[src/rtl/v_list_dump_if.sv]
// v_list_dump_if: shared list-query types plus the request, query, entry and done bundle of the list-dump initiator
//   v_pkg        : id_t, level_t, key_t, size_t, listsize_t
//   master       : the initiator's view (v_list_dump)
//   slave        : the surrounding environment's view (request source, table responder, entry consumer)
package v_pkg;
    typedef logic [7:0]  id_t;
    typedef logic [3:0]  level_t;
    typedef logic [15:0] key_t;
    typedef logic [15:0] size_t;
    typedef logic [7:0]  listsize_t;
endpackage

interface v_list_dump_if;
    import v_pkg::*;
    logic      i_busy;
    logic      i_dump_vld;
    id_t       i_dump_prod_id;
    logic      o_dump_rdy;
    logic      o_lut_vld;
    id_t       o_lut_prod_id;
    level_t    o_lut_level;
    key_t      i_lut_key;
    size_t     i_lut_size;
    logic      i_lut_error;
    listsize_t i_lut_listsize;
    logic      o_ent_vld_r;
    level_t    o_ent_level_r;
    key_t      o_ent_key_r;
    size_t     o_ent_size_r;
    logic      i_ent_rdy;
    logic      o_done_r;
    listsize_t o_done_listsize_r;
    logic      o_done_error_r;
    logic      o_done_trunc_r;
    modport master (
        input  i_busy, i_dump_vld, i_dump_prod_id, i_lut_key, i_lut_size, i_lut_error, i_lut_listsize, i_ent_rdy,
        output o_dump_rdy, o_lut_vld, o_lut_prod_id, o_lut_level, o_ent_vld_r, o_ent_level_r, o_ent_key_r,
               o_ent_size_r, o_done_r, o_done_listsize_r, o_done_error_r, o_done_trunc_r
    );
    modport slave (
        output i_busy, i_dump_vld, i_dump_prod_id, i_lut_key, i_lut_size, i_lut_error, i_lut_listsize, i_ent_rdy,
        input  o_dump_rdy, o_lut_vld, o_lut_prod_id, o_lut_level, o_ent_vld_r, o_ent_level_r, o_ent_key_r,
               o_ent_size_r, o_done_r, o_done_listsize_r, o_done_error_r, o_done_trunc_r
    );
endinterface

[src/rtl/v_list_dump.sv]
// v_list_dump: walks one product's list level by level over the query bus and streams entries through a FWFT FIFO
//   clk, rst : clock, synchronous active-high reset
//   bus      : request (i_busy/i_dump_*/o_dump_rdy), query (o_lut_*/i_lut_*), entry stream (o_ent_*/i_ent_rdy),
//              completion (o_done_*)
module v_list_dump #(
    parameter int LUT_LATENCY = 2,
    parameter int LEVELS_N    = 16,
    parameter int DEPTH       = 4
) (
    input logic           clk,
    input logic           rst,
    v_list_dump_if.master bus
);
    import v_pkg::*;
    localparam int LSW = $bits(listsize_t);
    localparam int LVW = $bits(level_t);
    localparam int PW  = $clog2(DEPTH);
    localparam int CW  = $clog2(DEPTH + LUT_LATENCY + 1);
    typedef enum logic [2:0] {IDLE, PROBE, WAIT_SZ, SWEEP, DRAIN} state_t;
    state_t                 state, state_nxt;
    id_t                    prod_r, lut_prod_q;
    level_t                 level_r, lut_lvl_q, q_lvl;
    listsize_t              listsize_r, n_r, rsp_n;
    logic                   err_r, trunc_r;
    logic [LUT_LATENCY-1:0] pipe_vld;
    level_t                 pipe_lvl [LUT_LATENCY];
    level_t                 mem_lvl  [DEPTH];
    key_t                   mem_key  [DEPTH];
    size_t                  mem_size [DEPTH];
    logic [PW-1:0]          wr_ptr, rd_ptr;
    logic [CW-1:0]          count, inflight;
    logic                   accept, issue, credit, last_lvl, drained, lut_vld, rsp_vld, push, pop;

    function automatic logic [PW-1:0] inc(input logic [PW-1:0] p);
        return p == PW'(DEPTH - 1) ? '0 : p + PW'(1);
    endfunction

    // Responses still in the latency pipe count against FIFO space, so a query is only
    // issued once its eventual entry is guaranteed a slot.
    always_comb begin
        inflight = '0;
        for (int i = 0; i < LUT_LATENCY; i++) inflight = inflight + CW'(pipe_vld[i]);
    end

    assign rsp_vld  = pipe_vld[LUT_LATENCY-1];
    assign rsp_n    = bus.i_lut_listsize > LSW'(LEVELS_N) ? LSW'(LEVELS_N) : bus.i_lut_listsize;
    assign credit   = (count + inflight) < CW'(DEPTH);
    assign last_lvl = LSW'(level_r) == n_r - LSW'(1);
    assign drained  = inflight == '0 && count == '0;
    assign accept   = bus.i_dump_vld & bus.o_dump_rdy;
    assign push     = rsp_vld & ~bus.i_lut_error;
    assign pop      = bus.o_ent_vld_r & bus.i_ent_rdy;
    assign lut_vld  = state == PROBE || issue;
    assign q_lvl    = state == PROBE ? '0 : level_r;

    always_ff @(posedge clk) state <= rst ? IDLE : state_nxt;

    always_comb begin
        state_nxt = state;
        issue     = 1'b0;
        case (state)
            IDLE:    state_nxt = accept ? PROBE : IDLE;
            PROBE:   state_nxt = WAIT_SZ;
            WAIT_SZ: if (rsp_vld) state_nxt = (bus.i_lut_error || rsp_n <= LSW'(1)) ? DRAIN : SWEEP;
            SWEEP: begin
                issue     = credit;
                state_nxt = credit && last_lvl ? DRAIN : SWEEP;
            end
            DRAIN:   state_nxt = drained ? IDLE : DRAIN;
            default: state_nxt = IDLE;
        endcase
    end

    assign bus.o_dump_rdy        = state == IDLE && !bus.i_busy;
    assign bus.o_lut_vld         = lut_vld;
    assign bus.o_lut_level       = lut_vld ? q_lvl : lut_lvl_q;
    assign bus.o_lut_prod_id     = lut_vld ? prod_r : lut_prod_q;
    assign bus.o_ent_vld_r       = count != '0;
    assign bus.o_ent_level_r     = mem_lvl[rd_ptr];
    assign bus.o_ent_key_r       = mem_key[rd_ptr];
    assign bus.o_ent_size_r      = mem_size[rd_ptr];
    assign bus.o_done_r          = state == DRAIN && drained;
    assign bus.o_done_listsize_r = listsize_r;
    assign bus.o_done_error_r    = err_r;
    assign bus.o_done_trunc_r    = trunc_r;

    always_ff @(posedge clk) begin
        if (rst) begin
            prod_r     <= '0;
            lut_prod_q <= '0;
            lut_lvl_q  <= '0;
            level_r    <= '0;
            listsize_r <= '0;
            n_r        <= '0;
            err_r      <= 1'b0;
            trunc_r    <= 1'b0;
            pipe_vld   <= '0;
            wr_ptr     <= '0;
            rd_ptr     <= '0;
            count      <= '0;
            for (int i = 0; i < LUT_LATENCY; i++) pipe_lvl[i] <= '0;
            for (int i = 0; i < DEPTH; i++) begin
                mem_lvl[i]  <= '0;
                mem_key[i]  <= '0;
                mem_size[i] <= '0;
            end
        end else begin
            for (int i = 1; i < LUT_LATENCY; i++) begin
                pipe_vld[i] <= pipe_vld[i-1];
                pipe_lvl[i] <= pipe_lvl[i-1];
            end
            pipe_vld[0] <= lut_vld;
            pipe_lvl[0] <= q_lvl;
            if (lut_vld) begin
                lut_prod_q <= prod_r;
                lut_lvl_q  <= q_lvl;
            end
            if (accept) prod_r <= bus.i_dump_prod_id;
            // Error is sticky for the dump: a shrinking list drops the response but is reported at done.
            if (accept) err_r <= 1'b0;
            else if (rsp_vld && bus.i_lut_error) err_r <= 1'b1;
            if (state == WAIT_SZ && rsp_vld) begin
                listsize_r <= bus.i_lut_listsize;
                n_r        <= rsp_n;
                trunc_r    <= bus.i_lut_listsize > LSW'(LEVELS_N);
                level_r    <= LVW'(1);
            end else if (issue) level_r <= level_r + LVW'(1);
            if (push) begin
                mem_lvl[wr_ptr]  <= pipe_lvl[LUT_LATENCY-1];
                mem_key[wr_ptr]  <= bus.i_lut_key;
                mem_size[wr_ptr] <= bus.i_lut_size;
                wr_ptr           <= inc(wr_ptr);
            end
            if (pop) rd_ptr <= inc(rd_ptr);
            count <= count + CW'(push) - CW'(pop);
        end
    end
endmodule

[src/flat_wrapper.sv]
// flat-port wrapper written by rule: the top's interface ports become plain ports
module v_list_dump_flat import v_pkg::*;
#(
    parameter int LUT_LATENCY = 2,
    parameter int LEVELS_N    = 16,
    parameter int DEPTH       = 4
)
  (clk, rst, bus_i_busy, bus_i_dump_vld, bus_i_dump_prod_id, bus_i_lut_key, bus_i_lut_size, bus_i_lut_error, bus_i_lut_listsize, bus_i_ent_rdy, bus_o_dump_rdy, bus_o_lut_vld, bus_o_lut_prod_id, bus_o_lut_level, bus_o_ent_vld_r, bus_o_ent_level_r, bus_o_ent_key_r, bus_o_ent_size_r, bus_o_done_r, bus_o_done_listsize_r, bus_o_done_error_r, bus_o_done_trunc_r);
  v_list_dump_if bus_i ();
  input logic clk;
  input logic rst;
  input wire logic [$bits(bus_i.i_busy)-1:0] bus_i_busy;
  input wire logic [$bits(bus_i.i_dump_vld)-1:0] bus_i_dump_vld;
  input wire logic [$bits(bus_i.i_dump_prod_id)-1:0] bus_i_dump_prod_id;
  input wire logic [$bits(bus_i.i_lut_key)-1:0] bus_i_lut_key;
  input wire logic [$bits(bus_i.i_lut_size)-1:0] bus_i_lut_size;
  input wire logic [$bits(bus_i.i_lut_error)-1:0] bus_i_lut_error;
  input wire logic [$bits(bus_i.i_lut_listsize)-1:0] bus_i_lut_listsize;
  input wire logic [$bits(bus_i.i_ent_rdy)-1:0] bus_i_ent_rdy;
  output wire logic [$bits(bus_i.o_dump_rdy)-1:0] bus_o_dump_rdy;
  output wire logic [$bits(bus_i.o_lut_vld)-1:0] bus_o_lut_vld;
  output wire logic [$bits(bus_i.o_lut_prod_id)-1:0] bus_o_lut_prod_id;
  output wire logic [$bits(bus_i.o_lut_level)-1:0] bus_o_lut_level;
  output wire logic [$bits(bus_i.o_ent_vld_r)-1:0] bus_o_ent_vld_r;
  output wire logic [$bits(bus_i.o_ent_level_r)-1:0] bus_o_ent_level_r;
  output wire logic [$bits(bus_i.o_ent_key_r)-1:0] bus_o_ent_key_r;
  output wire logic [$bits(bus_i.o_ent_size_r)-1:0] bus_o_ent_size_r;
  output wire logic [$bits(bus_i.o_done_r)-1:0] bus_o_done_r;
  output wire logic [$bits(bus_i.o_done_listsize_r)-1:0] bus_o_done_listsize_r;
  output wire logic [$bits(bus_i.o_done_error_r)-1:0] bus_o_done_error_r;
  output wire logic [$bits(bus_i.o_done_trunc_r)-1:0] bus_o_done_trunc_r;
  assign bus_i.i_busy = bus_i_busy;
  assign bus_i.i_dump_vld = bus_i_dump_vld;
  assign bus_i.i_dump_prod_id = bus_i_dump_prod_id;
  assign bus_i.i_lut_key = bus_i_lut_key;
  assign bus_i.i_lut_size = bus_i_lut_size;
  assign bus_i.i_lut_error = bus_i_lut_error;
  assign bus_i.i_lut_listsize = bus_i_lut_listsize;
  assign bus_i.i_ent_rdy = bus_i_ent_rdy;
  assign bus_o_dump_rdy = bus_i.o_dump_rdy;
  assign bus_o_lut_vld = bus_i.o_lut_vld;
  assign bus_o_lut_prod_id = bus_i.o_lut_prod_id;
  assign bus_o_lut_level = bus_i.o_lut_level;
  assign bus_o_ent_vld_r = bus_i.o_ent_vld_r;
  assign bus_o_ent_level_r = bus_i.o_ent_level_r;
  assign bus_o_ent_key_r = bus_i.o_ent_key_r;
  assign bus_o_ent_size_r = bus_i.o_ent_size_r;
  assign bus_o_done_r = bus_i.o_done_r;
  assign bus_o_done_listsize_r = bus_i.o_done_listsize_r;
  assign bus_o_done_error_r = bus_i.o_done_error_r;
  assign bus_o_done_trunc_r = bus_i.o_done_trunc_r;
  v_list_dump #(.LUT_LATENCY(LUT_LATENCY), .LEVELS_N(LEVELS_N), .DEPTH(DEPTH)) u_core (.clk(clk), .rst(rst), .bus(bus_i));
endmodule
[config.mk]
export PLATFORM = sky130hd
export DESIGN_NAME = v_list_dump_flat
export DESIGN_NICKNAME = d
export VERILOG_FILES = /design/src/rtl/v_list_dump_if.sv /design/src/rtl/v_list_dump.sv /design/src/flat_wrapper.sv
export SDC_FILE = /design/constraint.sdc
export NUM_CORES = 1
export LEC_CHECK = 0
export ABC_AREA = 1
export BUFFER_PORTS_ARGS = -buffer_cell sky130_fd_sc_hd__buf_2
export CAP_MARGIN = 20
export CORE_MARGIN = 2
export CORE_UTILIZATION = 40
export DETAILED_ROUTE_END_ITERATION = 8
export PLACE_DENSITY_LB_ADDON = 0.08
export SLEW_MARGIN = 40
export SYNTH_ARGS = -nofsm -noshare
export SYNTH_HDL_FRONTEND = slang
export SYNTH_SLANG_ARGS = --single-unit
[constraint.sdc]
create_clock -name clk -period 2.8 [get_ports clk]
set_clock_uncertainty 0.1 [all_clocks]
set_input_delay 0.56 -clock clk [delete_from_list [all_inputs] [get_ports clk]]
set_output_delay 0.56 -clock clk [all_outputs]
set_load 0.01 [all_outputs]
==> impl_metrics.json <==
{
  "clk_root_buffer_cell": "clkbuf_16",
  "antenna_left": 0,
  "worst_slew_margin_relative_to_its_limit": 0.603,
  "max_freq_mhz": 345,
  "outcome": "finished with violations",
  "cts.clk_slew.worst_paths_ns": 0.05,
  "worst-r2r-setup-slack_ns": 0.60,
  "setup_viol_count_final": 11,
  "ir_drop_uv": 496,
  "clock_latency_ns": 0.51,
  "worstSetupEndpointType": "output pin",
  "final.min_clock_period_ns": 2.89,
  "class_of_the_tightest_hold_or_removal_check": "input port to flop",
  "num_rows": 54,
  "synth.cell_area_um2": 8920,
  "layout.cells.non_filler": 1352,
  "worst-endpoint-required_ns": 2.14,
  "fill_cells": 2102,
  "yosys.cell_types.count": 36,
  "grt_util_all_layers": 0.180,
  "classification_of_the_worst_setup_path": "flop to output pin",
  "multi_input_area_um2": 2840,
  "mappedNetlistNets": 993,
  "final_core_utilization": 0.500,
  "post_dp_cell_area_um2": 9890,
  "timing.reg2reg.worst_path_depth": 12,
  "post-synth-top-area-fraction": 0.485,
  "fp.dieArea_um2": 23500,
  "postSynthAreaPerCell_um2": 9.60,
  "violated_checks": "setup timing",
  "yosys_warnings": 0,
  "critical_path.max_fanout": 5,
  "fin_hold_ws_ns": 0.193,
  "holdPathEnd": "u_core.bus.o_done_listsize_r[5]",
  "power.switching_fraction": 0.311,
  "die_height_um": 153,
  "via_count_of_the_first_global_routing_pass": 6580,
  "post_synth_main_area_contributors": "edfxtp_1, dfxtp_1, nor2_1",
  "setup.worst_path.start_class": "flop",
  "pre_cts_ws_ns": 0.187,
  "tns_ns": -0.713,
  "routed-via-count": 6588,
  "detail_route.vias_per_cell": 4.87,
  "cts-root-to-sink-buffers": 3,
  "worstHoldStart": "bus_i_lut_listsize[5]",
  "reg2reg_from": "u_core.count[2]",
  "power.share.combinational": 0.266,
  "power.net_switching_mw": 2.79,
  "placed_cells": 1299,
  "post_synth_inst_count": 929,
  "final-max-slew-violation-count": 0,
  "hold_path_depth": 3,
  "globalRouteOverflowTotal": 0,
  "yosysSeqAreaShare": 0.628,
  "initial_utilization": 0.408,
  "tritoncts_num_sinks": 208,
  "rsz0062_at_grt": "true",
  "fin_area_um2": 10900,
  "timing.rr.end": "u_core.count[2]",
  "htreeDepth": 1,
  "p_per_area_nw_per_um2": 820,
  "dieWidth_um": 153,
  "number_of_endpoints_with_negative_hold_slack_in_the_final_report": 0,
  "number_of_antenna_violations_at_the_first_check_in_global_routing": 0,
  "maxCapViolCount": 0,
  "globalplace.congestion": 0.800,
  "grt_start_max_net_pins": 73,
  "synth-seq-cells": 208,
  "cts_tree": "built",
  "final.setup.worst_slack_ns": -0.0944,
  "inserted_clock_buffers": 24,
  "synth_top_area_cell": "edfxtp_1",
  "num_io_pins": 116,
  "finalNetCount": 1119,
  "num_antenna_cells": 0,
  "p_leak_nw": 4.70,
  "seq_power_share": 0.400,
  "drt-wirelength-per-cell_um": 15.9,
  "core_region_area_um2": 21900,
  "grt_first_pass_wirelength_mm": 34.3,
  "worst-endpoint-arrival_ns": 2.23,
  "timing.final.crit_share": 1.03,
  "layout-drive-gt1-share": 0.231,
  "dp_hpwl_mm": 12.5,
  "area_delta_synth_final_pct": 22.6,
  "drt_first_iter_violations": 299,
  "drc": 0,
  "power.clock.fraction": 0.334,
  "drt-pass1-iter-count": 4,
  "register_area_um2": 5610,
  "power_mw": 8.98,
  "worst_tran_pin_value_ns": 0.595,
  "drt-total-wl_mm": 21.5,
  "internal-power_mw": 6.19,
  "number_of_buffers_added_on_ports": 115
}
placed cells by master, fill, tap and decap left out, types with 3 or more instances in the layout:
cell type  synthesis  layout
a21oi_1           21      21
buf_12             0       9
buf_2              8     114
buf_4              2      18
clkbuf_1          26       4
clkbuf_16          0      26
clkinv_1           1       8
clkinv_2           0       3
dfxtp_1           64      60
dfxtp_2            0       3
edfxtp_1         144     144
ha_1               9       6
ha_4               0       3
inv_1            106     104
inv_2              5       8
nand2_1           68      56
nand2_2            1      12
nand3_1           20      18
nand3_2            2       3
nor2_1           256     255
nor2_2            20      20
nor2_4             4       5
o21ai_0           97      97
o21ai_2            0       4
o21ai_4            0       4
o22ai_1           37      37
how the worst max path moves through the flow:
stage	from	endpoint	slack, ns	depth (start not counted)
finish	u_core.pipe_vld[1]	bus_o_lut_prod_id[2]	-0.09	13
floorplan	rst	u_core.mem_key[1][0]	0.22	7
global route	u_core.pipe_vld[1]	bus_o_lut_prod_id[2]	-0.20	13
detailed placement	u_core.pipe_vld[1]	bus_o_lut_prod_id[7]	0.19	14
CTS	u_core.pipe_vld[0]	bus_o_lut_prod_id[4]	-0.09	13
global placement	u_core.pipe_vld[1]	bus_o_lut_prod_id[2]	0.24	14
power groups by stage:
stage | combinational, mW | clock (mW) | sequential (mW)
after floorplan | 1.36 | 0 | 3.61
after global placement | 2.24 | 0 | 3.63
after detailed placement | 2.25 | 0 | 3.63
after CTS | 2.35 | 3.07 | 3.59
after global routing | 2.65 | 3.19 | 3.62
final | 2.38 | 3.00 | 3.59
cell usage after synthesis:
cell,instances
nor2_1,256
edfxtp_1,144
inv_1,106
o21ai_0,97
nand2_1,68
dfxtp_1,64
o22ai_1,37
clkbuf_1,26
a21oi_1,21
nand3_1,20
nor2_2,20
ha_1,9
buf_2,8
o21ai_1,8
buf_6,6
inv_2,5
nor2_4,4
buf_1,3
nor3_1,3
a31oi_1,2
buf_4,2
nand2_4,2
nand3_2,2
nand4_1,2
nor4_1,2
o22ai_2,2
clkinv_1,1
fa_1,1
inv_4,1
nand2_2,1
nor3_2,1
o211a_1,1
o211ai_1,1
o21a_1,1
o31ai_1,1
xnor2_1,1
kinds of logic (layout without fill, tap and decap cells):
family                     after synthesis  in the layout  share of synthesized area
AOI/OAI and AO/OA                      171            171                      0.104
xor gates and xnor gates                 1              1                   0.000982
adders and majority gates               10             10                     0.0149
buffers and inverters                  158            301                     0.0738
DFF                                    208            208                      0.628
and+or+nand+nor                        381            381                      0.178
worst max-delay path, cell delays in order (launching register included):
cell       delay (ns)
dfxtp_4          0.36
ha_4             0.16
ha_4             0.26
nand3_4          0.07
nand2_2          0.07
nand2_2          0.04
nand2_2          0.08
nor2_4           0.05
inv_4            0.08
nand2_8          0.07
clkbuf_16        0.17
o21ai_4          0.13
inv_1            0.05
buf_2            0.13
metal layers:
| metal | vias to the layer above | GRT usage | share of wire |
|---|---|---|---|
| met3 | 22 | 0.0318 | 0.048 |
| li1 | 3327 | - | - |
| met2 | 133 | 0.318 | 0.49 |
| met4 | 0 | 0.0389 | 0.013 |
| met5 | - | 0 | 0 |
| met1 | 3106 | 0.233 | 0.44 |
registers in the layout (all words and copies together), names as in the netlist, 3 cells and up, named ones only:
register	flops
u_core.lut_prod_q	8
u_core.mem_size	64
u_core.state	3
u_core.pipe_lvl	8
u_core.lut_lvl_q	4
u_core.mem_lvl	16
u_core.prod_r	8
u_core.count	3
u_core.bus.o_done_listsize_r	8
u_core.n_r	8
u_core.mem_key	64
u_core.level_r	4
final cells by class:
| class | instances | share of cell area |
|---|---|---|
| inverters | 113 | 0.0390 |
| well taps | 280 | 0.0320 |
| clock buffers | 29 | 0.0585 |
| repair buffers | 145 | 0.0878 |
| clock inverters | 14 | 0.0104 |
| flip-flops and latches | 208 | 0.513 |
| multi-input cells | 563 | 0.259 |
repair_timing:
action,CTS,global route
cloned,1,1
resized for setup,27,15
hold buffers,0,0
setup buffers,7,1
setup endpoints to repair,13,13
pin swaps,5,4
Power figures use the tool's default switching activity.
